`src/rtl/mips_ctrl_pkg.sv`:
```
// Shared control definitions for the MIPS pipeline: ALU operation codes,
// opcode/funct encodings and the E-stage control bundle.
package mips_ctrl_pkg;

   localparam logic [2:0] ALU_ADD = 3'b010;
   localparam logic [2:0] ALU_SUB = 3'b110;
   localparam logic [2:0] ALU_AND = 3'b000;
   localparam logic [2:0] ALU_OR  = 3'b001;
   localparam logic [2:0] ALU_SLL = 3'b111;

   localparam logic [5:0] OP_RTYPE = 6'b000000;
   localparam logic [5:0] OP_LW    = 6'b100011;
   localparam logic [5:0] OP_SW    = 6'b101011;
   localparam logic [5:0] OP_BEQ   = 6'b000100;
   localparam logic [5:0] OP_ADDI  = 6'b001000;
   localparam logic [5:0] OP_J     = 6'b000010;

   localparam logic [5:0] FN_ADD = 6'b100000;
   localparam logic [5:0] FN_SUB = 6'b100010;
   localparam logic [5:0] FN_AND = 6'b100100;
   localparam logic [5:0] FN_OR  = 6'b100101;
   localparam logic [5:0] FN_SLL = 6'b000000;

   typedef struct packed {
      logic [2:0] alu_control;
      logic       alu_src;
      logic       shamt_src;
      logic       reg_write;
      logic       mem_write;
      logic       mem_to_reg;
      logic       branch;
      logic       jump;
      logic       illegal;
      logic [4:0] rs;
      logic [4:0] rt;
      logic [4:0] write_reg;
   } e_ctrl_t;

   // A bubble does nothing architecturally; ADD keeps the ALU on a legal code.
   localparam e_ctrl_t E_BUBBLE = '{
      alu_control: ALU_ADD,
      alu_src:     1'b0,
      shamt_src:   1'b0,
      reg_write:   1'b0,
      mem_write:   1'b0,
      mem_to_reg:  1'b0,
      branch:      1'b0,
      jump:        1'b0,
      illegal:     1'b0,
      rs:          5'd0,
      rt:          5'd0,
      write_reg:   5'd0
   };

endpackage

```
`src/rtl/id_ex_control_stage_if.sv`:
```
// Handshake between the decode/control stage and the rest of the pipeline:
// the D-stage instruction and flush request in, stalls and E-stage controls out.
interface id_ex_control_stage_if #(
   parameter int DATA_W = 32,
   parameter int REG_AW = 5
);
   logic [DATA_W-1:0] instr_d;
   logic              flush_e_in;
   logic              stall_f;
   logic              stall_d;
   logic [2:0]        alu_control_e;
   logic              alu_src_e;
   logic              shamt_src_e;
   logic              reg_write_e;
   logic              mem_write_e;
   logic              mem_to_reg_e;
   logic              branch_e;
   logic              jump_e;
   logic              illegal_e;
   logic [REG_AW-1:0] rs_e;
   logic [REG_AW-1:0] rt_e;
   logic [REG_AW-1:0] write_reg_e;

   modport master (
      input  instr_d, flush_e_in,
      output stall_f, stall_d, alu_control_e, alu_src_e, shamt_src_e,
             reg_write_e, mem_write_e, mem_to_reg_e, branch_e, jump_e,
             illegal_e, rs_e, rt_e, write_reg_e
   );

   modport slave (
      output instr_d, flush_e_in,
      input  stall_f, stall_d, alu_control_e, alu_src_e, shamt_src_e,
             reg_write_e, mem_write_e, mem_to_reg_e, branch_e, jump_e,
             illegal_e, rs_e, rt_e, write_reg_e
   );
endinterface

```
`src/rtl/mips_ctrl_decoder.sv`:
```
// Pure combinational opcode/funct decoder producing the E-stage control bundle.
// Shared with single-cycle models, so it holds no state.
module mips_ctrl_decoder
   import mips_ctrl_pkg::*;
#(
   parameter int DATA_W = 32
) (
   input  logic [DATA_W-1:0] instr,
   output e_ctrl_t           ctrl
);

   logic [5:0] opcode;
   logic [5:0] funct;
   logic       unused_shamt;

   assign opcode       = instr[31:26];
   assign funct        = instr[5:0];
   // shamt feeds the datapath directly; the decoder only selects it
   assign unused_shamt = ^instr[10:6];

   // Map opcode/funct to controls; anything unrecognised becomes an inert illegal op.
   always_comb begin
      ctrl           = E_BUBBLE;
      ctrl.rs        = instr[25:21];
      ctrl.rt        = instr[20:16];
      ctrl.write_reg = instr[20:16];
      case (opcode)
         OP_RTYPE: begin
            ctrl.write_reg = instr[15:11];
            ctrl.reg_write = 1'b1;
            case (funct)
               FN_ADD:  ctrl.alu_control = ALU_ADD;
               FN_SUB:  ctrl.alu_control = ALU_SUB;
               FN_AND:  ctrl.alu_control = ALU_AND;
               FN_OR:   ctrl.alu_control = ALU_OR;
               FN_SLL: begin
                  ctrl.alu_control = ALU_SLL;
                  ctrl.shamt_src   = 1'b1;
               end
               default: begin
                  ctrl.reg_write = 1'b0;
                  ctrl.illegal   = 1'b1;
               end
            endcase
         end
         OP_LW: begin
            ctrl.alu_src    = 1'b1;
            ctrl.reg_write  = 1'b1;
            ctrl.mem_to_reg = 1'b1;
         end
         OP_SW: begin
            ctrl.alu_src   = 1'b1;
            ctrl.mem_write = 1'b1;
         end
         OP_BEQ: begin
            ctrl.alu_control = ALU_SUB;
            ctrl.branch      = 1'b1;
         end
         OP_ADDI: begin
            ctrl.alu_src   = 1'b1;
            ctrl.reg_write = 1'b1;
         end
         OP_J: begin
            ctrl.jump = 1'b1;
         end
         default: begin
            ctrl.illegal = 1'b1;
         end
      endcase
   end

endmodule

```
`src/rtl/id_ex_control_stage.sv`:
```
// ID/EX control stage: decodes the D instruction, detects load-use hazards
// against the instruction currently in E, and registers controls into E.
module id_ex_control_stage
   import mips_ctrl_pkg::*;
#(
   parameter int DATA_W = 32,
   parameter int REG_AW = 5
) (
   input  logic                  clk,
   input  logic                  rst,
   id_ex_control_stage_if.master bus
);

   e_ctrl_t dec;
   e_ctrl_t e_q;
   logic    hazard;

   mips_ctrl_decoder #(.DATA_W(DATA_W)) u_decoder (
      .instr (bus.instr_d),
      .ctrl  (dec)
   );

   // A load in E whose destination is a D source must hold F/D for one cycle.
   // Writes to $0 never create a dependency.
   always_comb begin
      hazard = e_q.mem_to_reg & e_q.reg_write & (e_q.rt != '0) &
               ((e_q.rt == bus.instr_d[21 +: REG_AW]) |
                (e_q.rt == bus.instr_d[16 +: REG_AW]));
   end

   // ID/EX register: bubble on stall or flush, otherwise take the decode.
   always_ff @(posedge clk or negedge rst) begin
      if (!rst) begin
         e_q <= E_BUBBLE;
      end else if (hazard | bus.flush_e_in) begin
         e_q <= E_BUBBLE;
      end else begin
         e_q <= dec;
      end
   end

   assign bus.stall_f       = hazard;
   assign bus.stall_d       = hazard;
   assign bus.alu_control_e = e_q.alu_control;
   assign bus.alu_src_e     = e_q.alu_src;
   assign bus.shamt_src_e   = e_q.shamt_src;
   assign bus.reg_write_e   = e_q.reg_write;
   assign bus.mem_write_e   = e_q.mem_write;
   assign bus.mem_to_reg_e  = e_q.mem_to_reg;
   assign bus.branch_e      = e_q.branch;
   assign bus.jump_e        = e_q.jump;
   assign bus.illegal_e     = e_q.illegal;
   assign bus.rs_e          = e_q.rs;
   assign bus.rt_e          = e_q.rt;
   assign bus.write_reg_e   = e_q.write_reg;

endmodule

```
`src/flat_wrapper.sv`:
```
// flat-port wrapper written by rule: the top's interface ports become plain ports
module id_ex_control_stage_flat import mips_ctrl_pkg::*;
#(
   parameter int DATA_W = 32,
   parameter int REG_AW = 5
)
  (clk, rst, bus_instr_d, bus_flush_e_in, bus_stall_f, bus_stall_d, bus_alu_control_e, bus_alu_src_e, bus_shamt_src_e, bus_reg_write_e, bus_mem_write_e, bus_mem_to_reg_e, bus_branch_e, bus_jump_e, bus_illegal_e, bus_rs_e, bus_rt_e, bus_write_reg_e);
  id_ex_control_stage_if #(.DATA_W(DATA_W), .REG_AW(REG_AW)) bus_i ();
  input  logic clk;
  input  logic rst;
  input wire logic [$bits(bus_i.instr_d)-1:0] bus_instr_d;
  input wire logic [$bits(bus_i.flush_e_in)-1:0] bus_flush_e_in;
  output wire logic [$bits(bus_i.stall_f)-1:0] bus_stall_f;
  output wire logic [$bits(bus_i.stall_d)-1:0] bus_stall_d;
  output wire logic [$bits(bus_i.alu_control_e)-1:0] bus_alu_control_e;
  output wire logic [$bits(bus_i.alu_src_e)-1:0] bus_alu_src_e;
  output wire logic [$bits(bus_i.shamt_src_e)-1:0] bus_shamt_src_e;
  output wire logic [$bits(bus_i.reg_write_e)-1:0] bus_reg_write_e;
  output wire logic [$bits(bus_i.mem_write_e)-1:0] bus_mem_write_e;
  output wire logic [$bits(bus_i.mem_to_reg_e)-1:0] bus_mem_to_reg_e;
  output wire logic [$bits(bus_i.branch_e)-1:0] bus_branch_e;
  output wire logic [$bits(bus_i.jump_e)-1:0] bus_jump_e;
  output wire logic [$bits(bus_i.illegal_e)-1:0] bus_illegal_e;
  output wire logic [$bits(bus_i.rs_e)-1:0] bus_rs_e;
  output wire logic [$bits(bus_i.rt_e)-1:0] bus_rt_e;
  output wire logic [$bits(bus_i.write_reg_e)-1:0] bus_write_reg_e;
  assign bus_i.instr_d = bus_instr_d;
  assign bus_i.flush_e_in = bus_flush_e_in;
  assign bus_stall_f = bus_i.stall_f;
  assign bus_stall_d = bus_i.stall_d;
  assign bus_alu_control_e = bus_i.alu_control_e;
  assign bus_alu_src_e = bus_i.alu_src_e;
  assign bus_shamt_src_e = bus_i.shamt_src_e;
  assign bus_reg_write_e = bus_i.reg_write_e;
  assign bus_mem_write_e = bus_i.mem_write_e;
  assign bus_mem_to_reg_e = bus_i.mem_to_reg_e;
  assign bus_branch_e = bus_i.branch_e;
  assign bus_jump_e = bus_i.jump_e;
  assign bus_illegal_e = bus_i.illegal_e;
  assign bus_rs_e = bus_i.rs_e;
  assign bus_rt_e = bus_i.rt_e;
  assign bus_write_reg_e = bus_i.write_reg_e;
  id_ex_control_stage #(.DATA_W(DATA_W), .REG_AW(REG_AW)) u_core (.clk(clk), .rst(rst), .bus(bus_i));
endmodule
```
`config.mk`:
```
export PLATFORM = sky130hd
export DESIGN_NAME = id_ex_control_stage_flat
export DESIGN_NICKNAME = d
export VERILOG_FILES = /design/src/rtl/mips_ctrl_pkg.sv /design/src/rtl/id_ex_control_stage_if.sv /design/src/rtl/mips_ctrl_decoder.sv /design/src/rtl/id_ex_control_stage.sv /design/src/flat_wrapper.sv
export SDC_FILE = /design/constraint.sdc
export NUM_CORES = 1
export LEC_CHECK = 0
export ABC_AREA = 1
export CORE_MARGIN = 3
export CORE_UTILIZATION = 46
export DETAILED_ROUTE_END_ITERATION = 7
export PLACE_DENSITY_LB_ADDON = 0.15
export SYNTH_ARGS = -nofsm -noshare
export SYNTH_HDL_FRONTEND = slang
export SYNTH_HIERARCHICAL = 1
export SYNTH_SLANG_ARGS = --single-unit
```
`constraint.sdc`:
```
create_clock -name clk -period 1.95 [get_ports clk]
set_input_delay 0.4875 -clock clk [delete_from_list [all_inputs] [get_ports clk]]
set_output_delay 0.4875 -clock clk [all_outputs]
set_load 0.02 [all_outputs]
```
==> results.txt <==
----------------------------------------------------
[Run status]
  Status ... finished, violations left
  Failing checks ... setup timing

[Critical path]
  Largest fanout on the critical path ... 5
  Depth of the worst register-to-register path ... 9
  Start of the worst register-to-register path ... u_core/bus.rt_e[0]
  Type of the worst setup path ... reg -> out
  Flop-to-flop setup slack ... 0.48 ns
  Type of element capturing the critical path ... output port
  Required time of the critical path ... around 1.5 ns
  Critical path launch point type ... register
  Endpoint of the most critical register-to-register path ... u_core/bus.rs_e[4]
  Worst EP arrival ... around 1.5 ns

[STA]
  Total Neg Setup Slack ... -0.00469 ns
  Unrepaired setup endpoints after global routing ... true
  Number of pins with negative max-slew slack in the final report ... 0
  Number of setup violations in the final report ... 2
  Final Hold Viols ... 0
  Period Utilization, post-route ... 100%
  Final worst path period need ... around 2 ns
  Worst-Margin Slew ... roughly 0.33 ns
  Least setup slack across all paths after layout ... -0.00260 ns
  F_max ... just over 500 MHz
  Worst clock skew ... between 0.003 and 0.004 ns
  Relative slew slack ... between 70% and 80%
  Hold WS ... between 0.5 and 0.6 ns

[Clocking]
  Clock sink count ... 26
  Count of hold buffers inserted by post-cts repair ... 0
  Clock-pin transition on the worst setup and hold timing paths ... approximately 0.14 ns
  Number of buffers on the longest clock path ... 2
  Clock buffer count from CTS ... 3
  Clock latency reported for the late side of the worst-skew pair ... between 0.3 and 0.4 ns
  Clock root buffer master ... clkbuf_4
  TritonCTS clock tree ... built
  Max H-tree Level ... 1

[Placed design]
  DPL Wire Length ... about 2.6 mm
  Weighted congestion at the end of routability-driven global placement ... approximately 0.83
  Count of buffers from port buffering ... 57

[Synth]
  Count of warnings emitted by yosys ... 6
  Leading cell types by count after synthesis ... inv_1 (52), nand2_1 (47), nor2_1 (39), dfrtp_1 (25)
  Sequential element share of the synthesized area ... roughly 42%
  Largest area contributor in the synthesized netlist ... dfrtp_1
  Most common flop cell mapped by yosys ... dfrtp_1
  Number of standard cells after synthesis ... 212
  Number of distinct library cell variants in the gate-level netlist after synthesis ... 25
  Syn nets ... 247
  Netlist Area Pre-Place ... approximately 1500 um^2
  Count of state elements after synthesis ... 26
  Number of flops mapped to enable cells by yosys ... 0
  Asr flop ratio synth ... 100%
  Post-synthesis area per instance ... 7.24 um^2
  Yosys top cell area share ... 40.7%
  Cell types with the largest area share after synthesis ... dfrtp_1 (41%), inv_1 (13%), nand2_1 (11%)
  Most repeated cell in the gate-level netlist after synthesis ... inv_1

[Pwr]
  Switching power as a share of total power ... 25.0%
  Leak Pwr ... around 1.2 nW
  Clock network fraction of total power ... a little under a third
  Combinational share of power ... a little over a fifth
  Switching component of the power ... ~0.3 mW
  Maximum resistive drop on vdd ... ~220 uV
  Internal cell power ... 0.893 mW
  Power density over the cells ... 537 nW/um^2
  Sequential power share ... a little under half

[Global routing]
  Pin count of the biggest net entering global routing ... 27
  Total congestion overflow after global routing ... 0
  Via count of the first global-routing pass ... ~1.4k
  Global-route wire length before repair ... roughly 5.7 mm
  Number of antenna violations at the first check in global routing ... 0
  Total GRT Usage ... about 18%

[Detailed routing]
  Number of vias in the routed layout ... approximately 1.4k
  Drt total wl ... roughly 3.2 mm
  Router iterations before antenna repair ... 4
  Detailed-route DRC error count ... 0
  Violation count after the first detailed-routing iteration ... between 40 and 50
  Avg Vias per Cell ... 4.39
  Number of nets with antenna violations after routing ... 0
  Post-DR wirelength/cell ... slightly above 10 um

[Floorplanning]
  Horizontal extent of the die ... 63.8 um
  Placeable core area ... 3130 um^2
  Total Die Area ... 4070 um^2
  Die height ... 63.8 um
  I/O pin count ... 63
  Effective utilization at floorplan ... 49.1%
  Cell row count ... 20

[Run]
  Number of max-cap violations ... 0

[Cells and area]
  Layout cell share with drive strength beyond 1 ... 13.9%
  Total of fill cells in the finished design ... 274
  Number of diodes added for antenna fixing ... 0
  Combined area of the multi-input logic cells ... 571 um^2
  Syn-to-layout area delta ... 44.4%
  Combined flip-flop and latch cell area ... ~650 um^2
  Number of nets at the end of the flow ... approximately 300

[Hold path]
  Class of the worst hold path ... in -> async

----------------------------------------------------
[worst max-delay path, stage by stage, from the launching register on]
cell,delay [ns]
dfrtp_1,0.44
inv_1,0.07
nand2_1,0.06
nand2_1,0.05
nor2_1,0.10
nand3_1,0.08
nand2_1,0.10
nand2_2,0.07
inv_2,0.07
buf_6,0.11
[through the flow]
stage | cells | worst slack (ns) | utilization, % | total power [mW] | cell area, um^2
finish | 317 | -0.00260 | 70.9 | 1.19 | 2220
global route | 317 | -0.131 | 70.9 | 1.25 | 2220
CTS | 317 | -0.0241 | 70.9 | 1.21 | 2220
detailed placement | 312 | -0.708 | 69.4 | 0.844 | 2170
global placement | 312 | -0.701 | 69.4 | 0.839 | 2170
floorplan | 212 | 0.166 | - | 0.700 | 1540
[cells by family (layout without fill, tap and decap cells)]
logic type      count (synthesis)  after routing  share of synthesized area (%)
simple gates                  112            112                           33.7
compound gates                  4              4                           2.36
xor+xnor                        2              2                           1.14
buf+inv                        68            129                           20.4
flops                          26             26                           42.5
[power groups by stage]
stage / registers, mW / logic [mW] / clock network [mW]
after floorplan: 0.602 / 0.0980 / 0
after global placement: 0.578 / 0.261 / 0
after detailed placement: 0.579 / 0.265 / 0
after CTS: 0.569 / 0.258 / 0.379
after global routing: 0.572 / 0.282 / 0.396
final: 0.569 / 0.255 / 0.367
[flip-flops by register name, indices dropped and copies added (netlist names)]
signal,cells
u_core/bus.shamt_src_e,1
u_core/bus.rs_e,5
u_core/bus.mem_write_e,1
u_core/bus.alu_control_e,3
u_core/bus.write_reg_e,5
u_core/bus.jump_e,1
u_core/bus.mem_to_reg_e,1
u_core/bus.branch_e,1
u_core/bus.rt_e,5
u_core/bus.alu_src_e,1
u_core/bus.reg_write_e,1
u_core/bus.illegal_e,1
[worst max path at each step]
stage                            start     endpoint  slack, ns
finish              u_core/bus.rt_e[4]  bus_stall_d     -0.003
global route        u_core/bus.rt_e[4]  bus_stall_d      -0.13
CTS                 u_core/bus.rt_e[4]  bus_stall_d      -0.02
detailed placement     bus_instr_d[25]  bus_stall_d      -0.71
global placement       bus_instr_d[25]  bus_stall_d      -0.70
floorplan           u_core/bus.rt_e[4]  bus_stall_f       0.17
[final cells by class]
class                           instances  area share (%)
Sequential cell                        26            29.5
Multi-Input combinational cell        118            25.7
Clock buffer                            3            1.02
Tap cell                               44            2.48
Timing Repair Buffer                   70            30.6
Clock inverter                          1            1.35
Inverter                               55            9.37
[routing by layer]
| layer | up-vias | share of wire (%) | wire, um | global-route usage (%) |
|---|---|---|---|---|
| met5 | - | 0 | 0 | 0 |
| met4 | 0 | 0.59 | 19 | 6.20 |
| met3 | 2 | 4.3 | 139 | 2.46 |
| met2 | 35 | 57 | 1820 | 36.4 |
| met1 | 633 | 38 | 1230 | 17.2 |
| li1 | 722 | - | - | - |
[what timing repair did]
item | CTS | global route
gates resized for setup | 28 | 2
pin swaps | 7 | 1
setup buffers | 1 | 0
setup endpoints to repair | 6 | 2
[layout by cell type, fill, tap and decap left out, drive strengths merged]
cell type      netlist  final
nor4                 1      1
xnor2                2      2
a21oi                1      1
nand2               49     49
buf                 13     15
bufinv               0      1
dlygate4sd2          0     14
o211ai               1      1
clkdlybuf4s50        0     41
clkinv               1      1
dfrtp               25     25
nand3b               1      1
inv                 54     54
nor2                46     46
nor3                 1      1
nand3               12     12
dfstp                1      1
clkbuf               0      3
o21ai                1      1
o21bai               1      1
nand4                2      2
No activity file was read; power rests on OpenSTA's default activity.
